**config.mk**
```make
export PLATFORM = sky130hd
export DESIGN_NAME = comms_tx_packetizer
export DESIGN_NICKNAME = d
export VERILOG_FILES = /design/src/rtl/comms_tx_packetizer.sv
export SDC_FILE = /design/constraint.sdc
export NUM_CORES = 1
export LEC_CHECK = 0
export CORE_MARGIN = 2
export CORE_UTILIZATION = 55
export CTS_BUF_LIST = sky130_fd_sc_hd__clkbuf_4 sky130_fd_sc_hd__clkbuf_8
export CTS_CLUSTER_DIAMETER = 120
export DETAILED_ROUTE_END_ITERATION = 8
export DONT_BUFFER_PORTS = 1
export HOLD_SLACK_MARGIN = 0.02
export PLACE_DENSITY = 0.85
export SLEW_MARGIN = 25
export SYNTH_ARGS = -nofsm -noshare
export SYNTH_HDL_FRONTEND = slang
export SYNTH_SLANG_ARGS = --single-unit
```
**constraint.sdc**
```tcl
create_clock -name clk -period 10.5 [get_ports clk]
set_input_delay 1.05 -clock clk [delete_from_list [all_inputs] [get_ports clk]]
set_output_delay 1.05 -clock clk [all_outputs]
set_load 0.1 [all_outputs]
```
**src/rtl/comms_tx_packetizer.sv**
```systemverilog
// comms_tx_packetizer
// Transmit end of the node data link. Buffers a GPP burst of data words, then
// requests the destination on the control channel as {dest, len}. After the
// matching grant {dest, 16'hFFFF} it streams a header {node_id, len}. It then
// sends the data packets {node_id, word}, newest word first.
//
// Ports
//   clk, rst            system clock; asynchronous active-high reset
//   node_id, max_node   this node's ID; number of nodes (valid dest 0..max_node-1)
//   gpp_trf_dp          GPP word strobe (W1..Wn then dest on consecutive cycles)
//   gpp_tx_data         GPP word, sampled while gpp_trf_dp=1
//   control_rx_packet   control channel in (grants)
//   control_tx_packet   control channel out (request), 0 when idle
//   data_tx_packet      data channel out (header + data), 0 when idle
//   tx_busy             high from first captured word until the message ends
//   tx_done, tx_error   one-cycle completion / abort pulses
//
// state      | meaning
// IDLE       | waiting for the first word of a burst
// LOAD       | capturing words; validates on strobe fall
// REQ        | request {dest,len} on the control channel for one cycle
// WAIT_GRANT | waiting for {dest,FFFF}; down-counter aborts on timeout
// HDR        | header on the data channel
// DATA       | one data packet per cycle, LIFO order
// DONE       | tx_done pulse cycle
module comms_tx_packetizer #(
    parameter int DEPTH         = 16,
    parameter int GRANT_TIMEOUT = 256
) (
    input  logic        clk,
    input  logic        rst,
    input  logic [15:0] node_id,
    input  logic [15:0] max_node,
    input  logic        gpp_trf_dp,
    input  logic [15:0] gpp_tx_data,
    input  logic [31:0] control_rx_packet,
    output logic [31:0] control_tx_packet,
    output logic [31:0] data_tx_packet,
    output logic        tx_busy,
    output logic        tx_done,
    output logic        tx_error
);

    localparam logic [2:0] IDLE       = 3'd0;
    localparam logic [2:0] LOAD       = 3'd1;
    localparam logic [2:0] REQ        = 3'd2;
    localparam logic [2:0] WAIT_GRANT = 3'd3;
    localparam logic [2:0] HDR        = 3'd4;
    localparam logic [2:0] DATA       = 3'd5;
    localparam logic [2:0] DONE       = 3'd6;

    localparam int SP_W  = $clog2(DEPTH + 1);
    localparam int IDX_W = $clog2(DEPTH);
    localparam int TMR_W = $clog2(GRANT_TIMEOUT);
    // The request is visible one cycle before WAIT_GRANT is entered, and the
    // abort registers on the edge at which the counter reads zero. Loading
    // GRANT_TIMEOUT-2 therefore makes tx_error land exactly GRANT_TIMEOUT
    // cycles after the request.
    localparam logic [TMR_W-1:0] TMR_LOAD = TMR_W'(GRANT_TIMEOUT - 2);

    logic [2:0]       state;
    logic [15:0]      lifo [DEPTH];
    logic [SP_W-1:0]  sp;
    logic [SP_W-1:0]  sp_m1;
    logic [15:0]      held;
    logic [15:0]      dest_q;
    logic [15:0]      len_q;
    logic [15:0]      len_w;
    logic             overflow;
    logic [TMR_W-1:0] timer;
    logic             grant_hit;
    logic             bad_msg;

    assign sp_m1     = sp - SP_W'(1);
    assign len_w     = 16'(sp);
    assign grant_hit = (control_rx_packet == {dest_q, 16'hFFFF});
    // On the strobe fall the holding register contains the destination ID.
    assign bad_msg   = (sp == '0) || overflow || (held >= max_node) || (held == node_id);

    always_ff @(posedge clk or posedge rst) begin
        if (rst) begin
            state             <= IDLE;
            sp                <= '0;
            held              <= '0;
            dest_q            <= '0;
            len_q             <= '0;
            overflow          <= 1'b0;
            timer             <= '0;
            control_tx_packet <= '0;
            data_tx_packet    <= '0;
            tx_busy           <= 1'b0;
            tx_done           <= 1'b0;
            tx_error          <= 1'b0;
            for (int i = 0; i < DEPTH; i++) lifo[i] <= '0;
        end else begin
            control_tx_packet <= '0;
            data_tx_packet    <= '0;
            tx_done           <= 1'b0;
            tx_error          <= 1'b0;
            case (state)
                IDLE: begin
                    if (gpp_trf_dp) begin
                        held     <= gpp_tx_data;
                        sp       <= '0;
                        overflow <= 1'b0;
                        tx_busy  <= 1'b1;
                        state    <= LOAD;
                    end
                end
                LOAD: begin
                    if (gpp_trf_dp) begin
                        // Each new word pushes the previously held one.
                        if (sp < SP_W'(DEPTH)) begin
                            lifo[sp[IDX_W-1:0]] <= held;
                            sp                  <= sp + SP_W'(1);
                        end else begin
                            overflow <= 1'b1;
                        end
                        held <= gpp_tx_data;
                    end else if (bad_msg) begin
                        tx_error <= 1'b1;
                        tx_busy  <= 1'b0;
                        sp       <= '0;
                        overflow <= 1'b0;
                        state    <= IDLE;
                    end else begin
                        dest_q            <= held;
                        len_q             <= len_w;
                        control_tx_packet <= {held, len_w};
                        state             <= REQ;
                    end
                end
                REQ: begin
                    timer <= TMR_LOAD;
                    state <= WAIT_GRANT;
                end
                WAIT_GRANT: begin
                    // The grant is checked first, so it wins a tie with expiry.
                    if (grant_hit) begin
                        data_tx_packet <= {node_id, len_q};
                        state          <= HDR;
                    end else if (timer == '0) begin
                        tx_error <= 1'b1;
                        tx_busy  <= 1'b0;
                        sp       <= '0;
                        state    <= IDLE;
                    end else begin
                        timer <= timer - TMR_W'(1);
                    end
                end
                HDR, DATA: begin
                    if (sp != '0) begin
                        data_tx_packet <= {node_id, lifo[sp_m1[IDX_W-1:0]]};
                        sp             <= sp_m1;
                        state          <= DATA;
                    end else begin
                        tx_done <= 1'b1;
                        tx_busy <= 1'b0;
                        state   <= DONE;
                    end
                end
                DONE: begin
                    state <= IDLE;
                end
                default: begin
                    state <= IDLE;
                end
            endcase
        end
    end

endmodule

```
Word-level counts from Yosys, hierarchy flattened

Cells that the tools add are included.

Flip-flop bits (word level): 377
Bits in latches: 0
Bits in writable memories: 0
Memory bits (read-only): 0
Output and inout port bits: 67
Logic and storage cells: 128
Memories: 0

Add/subtract/negate cells: 3
Multipliers: 0
Div/mod/pow operators: 0
Order comparisons: 5
Equal/unequal tests: 19
Shift operators: 0
Multiplexer cells: 48
Bitwise operators: 4
Reduce and logical (&&, ||, !) cells: 21

Operator list:

| operator              | number |
|---|---|
| $bwmux W256           | 1 |
| $mux W32              | 5 |
| $bmux W16 S4          | 1 |
| $demux W16 S4         | 1 |
| $pmux W32 S2          | 1 |
| $mux W16              | 3 |
| $mux W5               | 7 |
| $eq A32 B32 Y1        | 1 |
| $pmux W5 S4           | 1 |
| $eq A16 B16 Y1        | 1 |
| $ge A16 B16 Y1        | 1 |
| $mux W8               | 2 |
| $ne A2 B2 Y1 const B  | 8 |
| $pmux W8 S2           | 1 |
| $mux W1               | 15 |
| $pmux W3 S5           | 1 |
| $reduce_and A7 Y1     | 2 |
| $mux W3               | 4 |
| $ne A3 B3 Y1 const B  | 4 |
| $reduce_and A3 Y1     | 4 |
| $ge A5 B5 Y1 const B  | 2 |
| $not A4 Y5            | 2 |
| $logic_not A8 Y1      | 1 |
| $sub A8 B1 Y8 const B | 1 |
| 21 further kinds      | 30 |

Depth between registers and ports, before layout

Word-level depth: 7
Depth in mapped cells: 12
Gate-level depth less buffers: 8

Least setup slack after synthesis

Ideal clock, no wire load.

Path kind: input to register
Start: in max_node[13]
End: reg state[1]
Arrival time: 2.830 ns
Path slack: 7.538 ns
Cell stages on the path: 9
Buffers on the path: 1
Cell sequence: inv_1 ha_1 and4_1 nand2_1 or4_1 nand3_2 nor2_1 buf_4 or3_1

Word-level cells in the longest chain between the ends: 6

Ends and longest elaborated chain:

| element                          | line | source |
|---|---|---|
| start, declared                  | 33   | `input logic [15:0] max_node,` |
| $ge A16 B16 Y1                   | 78   | `assign bad_msg = (sp == '0) \|\| overflow \|\| (held >= max_node) \|\| (held == node_id);` |
| $logic_or A1 B1 Y1 (2 in series) | 78   |  |
| $mux W2                          | 120  | `end else if (bad_msg) begin` |
| $mux W3                          | 111  | `if (gpp_trf_dp) begin` |
| $pmux W3 S5                      | 100  | `case (state)` |
| end signal, assigned             | 82   | `state <= IDLE;` |
| end signal, assigned             | 107  | `state <= LOAD;` |
| end signal, assigned             | 125  | `state <= IDLE;` |
| end, declared                    | 61   | `logic [2:0] state;` |

No other way between the ends. The select of a mux whose other input is x is not followed.
A chain may end at the register's enable or synchronous reset.

Worst setup path in the final report

Start: reg sp[0]
End: reg data_tx_packet[3]

Word-level cells in the longest chain between the ends: 7
Elaborated cells on any way between the ends: 8
Classes of those cells: 1 x add/sub; 5 x mux; 1 x bitwise; 1 x reduce/logical

Ends and longest elaborated chain:

| element                                      | line | source |
|---|---|---|
| start, declared                              | 63   | `logic [SP_W-1:0] sp;` |
| start signal, assigned                       | 115  | `sp <= sp + SP_W'(1);` |
| start signal, assigned                       | 154  | `sp <= sp_m1;` |
| $sub A5 B1 Y5                                | 74   | `assign sp_m1 = sp - SP_W'(1);` |
| $not A4 Y5 (not written as such)             | 153  | `data_tx_packet <= {node_id, lifo[sp_m1[IDX_W-1:0]]};` |
| $bmux W16 S4                                 | 153  |  |
| $mux W16 (not written as such) (2 in series) | 153  |  |
| $mux W32 *                                   | 152  | `if (sp != '0) begin` |
| $pmux W32 S2 *                               | 100  |  |
| end signal, assigned                         | 140  | `data_tx_packet <= {node_id, len_q};` |
| end signal, assigned                         | 153  |  |
| end, declared                                | 38   | `output logic [31:0] data_tx_packet,` |

Every way passes the cells marked *; elsewhere a longest branch is shown, timed or not. The select of a mux whose other input is x is not followed.

==> PnR_summary.wiki <==
{| class="wikitable"
! Metric !! Value
|-
| TritonCTS clock tree || built
|-
| Finish-stage setup viols || 0
|-
| Die Ht || between 150 and 200 um
|-
| Final worst path period share || between 30% and 40%
|-
| Final weighted congestion in routability-driven placement || roughly 0.86
|-
| Worst-Skew Late Latency || 0.60 ns
|-
| Synth async-reset ratio || between 90% and 100%
|-
| Antenna cells || 0
|-
| Biggest cell delay along the critical path || around 0.86 ns
|-
| Peak Freq || between 0.2 and 0.3 GHz
|-
| Syn Inst Count || about 1200
|-
| Result of the run || finished, final reports clean
|-
| Worst endpoint data arrival time || slightly below 4 ns
|-
| H-tree Lvls || 2
|-
| Number of vias after detailed routing || a little over 10000
|-
| Seq/Total Area, Yosys || between 50% and 60%
|-
| Least-Margin Pin Slew || 1.08 ns
|-
| Iteration-0 DRC Markers || 726
|-
| Worst R2R Path Depth || 7
|-
| Startpoint type of the worst setup path || flop
|-
| DRC violation count after routing || 0
|-
| Worst slew margin relative to its limit || 27.8%
|-
| Global routing usage summed across all routing layers || roughly a quarter
|-
| Worst vdd rail ir drop || roughly 0.13 mV
|-
| HPWL after DPL || approximately 24000 um
|-
| Area fraction of the dominant cell type after synthesis || 53.8%
|-
| CP required || 10.89 ns
|-
| Final worst-path setup slack || about 7.0 ns
|-
| Post-layout nets || 1311
|-
| Wire length reported by the detailed router || 39500 um
|-
| Initial Utilization || 55.7%
|-
| Final Hold Slack || 0.231 ns
|-
| Post-synthesis instance area || between 15000 and 20000 um^2
|-
| Worst path top cell family by delay || buffers and inverters
|-
| Count of TritonRoute iterations in the first routing pass || 5
|-
| Share of cells above drive strength 1 || approximately two fifths
|-
| CP max-delay cell || sky130_fd_sc_hd__dfrtp_4
|-
| Ys Warns || 0
|-
| Flip-flop cell with the highest count after synthesis || sky130_fd_sc_hd__dfrtp_1
|-
| # Max-Cap Violations || 0
|-
| Min cycle time layout || 3.53 ns
|-
| Setup slack after placement || roughly 6.7 ns
|-
| Yosys top cell by area || sky130_fd_sc_hd__dfrtp_1
|-
| Sum of negative setup slack || 0 ns
|-
| Leading cell types by total area after synthesis || sky130_fd_sc_hd__dfrtp_1 (54%), sky130_fd_sc_hd__mux2_2 (18%), sky130_fd_sc_hd__mux4_2 (8.5%), sky130_fd_sc_hd__nand2_1 (1.9%), sky130_fd_sc_hd__xor2_1 (1.8%)
|-
| Count of pins on the block boundary || 150
|-
| Post-cts gate resize count || 0
|-
| Port Buffers || 0
|-
| Ordered list of cells on the worst path || inv_1 > ha_2 > buf_4 > mux4_2 > mux2_2 > a21oi_1 > o21ai_0
|-
| DIE WIDTH || approximately 180 um
|-
| Number of global-route vias before repair || about 11000
|-
| Number of distinct library cell variants in the gate-level netlist after synthesis || 61
|-
| Number of placed instances, taps included || 1542
|-
| Total count of hold-check failures in the final report || 0
|-
| Finished Core Util || 60.8%
|-
| Type of the tightest min-delay check || in -> async
|-
| Endpoint of the most critical register-to-register path || data_tx_packet[3]$_DFF_PP0_
|-
| Detailed-route vias per instance || around 6.2
|-
| First-pass GRT wire length || 62000 um
|-
| Setup repair after global routing missed its margin || false
|-
| Flop-to-flop setup slack || roughly 7.0 ns
|-
| Kind of end point of the critical path || flop
|-
| Antenna violations before repair || 0
|-
| Clock input transition at the sequential cells of the worst setup and hold paths || 0.07 ns
|-
| Count of antenna-violating nets left after detailed routing || 0
|-
| # Post-CTS Setup Buffers || 0
|-
| Maximum number of pins on one net before global-route repair || approximately 190
|-
| Signed area change from the synthesized netlist to the final layout || 9.06%
|-
| Floorplan die area || about 32000 um^2
|-
| Buffer type at the clock tree root || sky130_fd_sc_hd__clkbuf_8
|-
| EDFF count, synth || 0
|-
| Fin cells || ~1600
|-
| Clock Sinks || 366
|-
| Worst clock skew on the final layout || roughly 0.028 ns
|-
| Number of buffers inserted during clock tree synthesis || 55
|-
| Flip-flop and latch count after synthesis || 366
|-
| Number of cell rows || 64
|-
| Synthesized area divided by synthesized cell count || around 14 um^2
|-
| Max-slew violation count || 0
|-
| Hold-fix buffers at CTS || 0
|-
| Wirelength per Cell || roughly 24 um
|-
| R2R Path Start || sp[0]$_DFFE_PP0P_
|-
| Crit Path Category || reg -> reg
|-
| Critical Path Fanout Max || 66
|-
| WP buf/inv || 2
|-
| Pwr per Cell Area || ~240 nW/um^2
|-
| Leakage component of the power || slightly below 9 nW
|-
| Placeable Area || 30500 um^2
|-
| GRT Residual Overflow || 0
|-
| Clock Path Buffers || 3
|}
==> per-layer routing <==
| metal | vias up | global-route usage, % | part of all wire [%] |
|---|---|---|---|
| li1 | 4351 | - | - |
| met1 | 5342 | 31.1 | 39 |
| met2 | 370 | 41.4 | 50 |
| met3 | 99 | 5.55 | 7.1 |
| met4 | 0 | 9.76 | 3.7 |
| met5 | - | 0 | 0 |
==> stage by stage <==
| step | total power [mW] | instance area [um^2] |
|---|---|---|
| finish | 4.37 | 18600 |
| global route | 4.56 | 18600 |
| CTS | 4.38 | 18500 |
| detailed placement | 3.06 | 17200 |
| global placement | 3.01 | 17200 |
| floorplan | 2.75 | 17100 |
==> layout make-up <==
type                            count  area (um^2)
Fill cell                        2148        12000
Sequential cell                   366         9160
Multi-Input combinational cell    746         7360
Clock buffer                       88         1160
Tap cell                          396          495
Timing Repair Buffer               12          150
Clock inverter                     15          131
Inverter                           24         93.8
==> flip-flops by register name, summed over array words and instances, names as in the netlist <==
name	flops
held	16
data_tx_packet	32
timer	8
sp	5
len_q	5
tx_error	1
state	3
control_tx_packet	21
lifo	256
tx_busy	1
overflow	1
dest_q	16
tx_done	1
==> layout by cell type (no fill, tap or decap), types with 3 or more instances in the layout <==
cell	Yosys	routed
sky130_fd_sc_hd__clkbuf_8	0	80
sky130_fd_sc_hd__mux2_2	266	266
sky130_fd_sc_hd__buf_4	16	7
sky130_fd_sc_hd__ha_1	23	22
sky130_fd_sc_hd__and2_1	34	34
sky130_fd_sc_hd__inv_1	23	22
sky130_fd_sc_hd__nor2_4	1	4
sky130_fd_sc_hd__nand3_1	5	5
sky130_fd_sc_hd__o211ai_1	4	4
sky130_fd_sc_hd__nor2b_1	16	15
sky130_fd_sc_hd__xor2_1	35	34
sky130_fd_sc_hd__or3_1	4	4
sky130_fd_sc_hd__nor4_1	13	13
sky130_fd_sc_hd__clkbuf_4	0	8
sky130_fd_sc_hd__a21oi_1	14	14
sky130_fd_sc_hd__nor2_1	20	19
sky130_fd_sc_hd__clkinv_2	0	11
sky130_fd_sc_hd__nor3_1	9	8
sky130_fd_sc_hd__conb_1	1	11
sky130_fd_sc_hd__nand4_1	8	8
sky130_fd_sc_hd__nand3_4	9	9
sky130_fd_sc_hd__mux4_2	64	64
sky130_fd_sc_hd__nand2b_1	3	3
sky130_fd_sc_hd__mux2_4	3	3
sky130_fd_sc_hd__dfrtp_1	366	365
sky130_fd_sc_hd__a211oi_1	22	22
sky130_fd_sc_hd__nand2_1	85	82
sky130_fd_sc_hd__nand2_2	1	4
sky130_fd_sc_hd__and3_1	3	3
sky130_fd_sc_hd__o21ai_0	26	26
sky130_fd_sc_hd__mux2i_1	23	23
sky130_fd_sc_hd__mux2_1	6	6
==> kinds of logic after synthesis <==
group                      count (synthesis)  share of synthesized area [%]
DFF                                      366                           53.8
muxes                                    362                           28.1
and+or+nand+nor                          231                           7.77
buffers and inverters                    126                           3.49
AOI/OAI and AO/OA                         83                           3.23
xor gates and xnor gates                  36                           1.85
adders and majority gates                 23                           1.69
other                                      1                         0.0220
==> worst register-to-register path, stage by stage, from the launching register on <==
cell and delay [ns]:
sky130_fd_sc_hd__dfrtp_4 0.86, sky130_fd_sc_hd__inv_1 0.27, sky130_fd_sc_hd__ha_2 0.38, sky130_fd_sc_hd__buf_4 0.77
sky130_fd_sc_hd__mux4_2 0.45, sky130_fd_sc_hd__mux2_2 0.28, sky130_fd_sc_hd__a21oi_1 0.13, sky130_fd_sc_hd__o21ai_0 0.19
==> cell usage after synthesis, types with 23 or more instances <==
cell type	number
sky130_fd_sc_hd__dfrtp_1	366
sky130_fd_sc_hd__mux2_2	266
sky130_fd_sc_hd__nand2_1	85
sky130_fd_sc_hd__mux4_2	64
sky130_fd_sc_hd__clkbuf_1	51
sky130_fd_sc_hd__xor2_1	35
sky130_fd_sc_hd__and2_1	34
sky130_fd_sc_hd__buf_2	30
sky130_fd_sc_hd__o21ai_0	26
sky130_fd_sc_hd__ha_1	23
sky130_fd_sc_hd__inv_1	23
sky130_fd_sc_hd__mux2i_1	23
==> worst max-delay path by stage <==
stage	start	to	slack [ns]	cells after the start
2_1_floorplan	rst	control_tx_packet[0]$_DFF_PP0_	4.54	1
3_3_place_gp	max_node[0]	dest_q[9]$_DFFE_PP0P_	6.77	7
3_5_place_dp	max_node[0]	dest_q[2]$_DFFE_PP0P_	6.73	7
4_1_cts	sp[0]$_DFFE_PP0P_	dest_q[13]$_DFFE_PP0P_	6.84	7
5_1_grt	sp[0]$_DFFE_PP0P_	data_tx_packet[7]$_DFF_PP0_	6.76	7
6_report	sp[0]$_DFFE_PP0P_	data_tx_packet[3]$_DFF_PP0_	6.97	7
==> report_power, final <==
group,internal [mW],switching (mW),leakage [nW]
logic,0.465,0.581,3.26
registers,1.62,0.394,4.96
clock network,0.753,0.561,0.688
No activity file was read; power rests on OpenSTA's default activity.
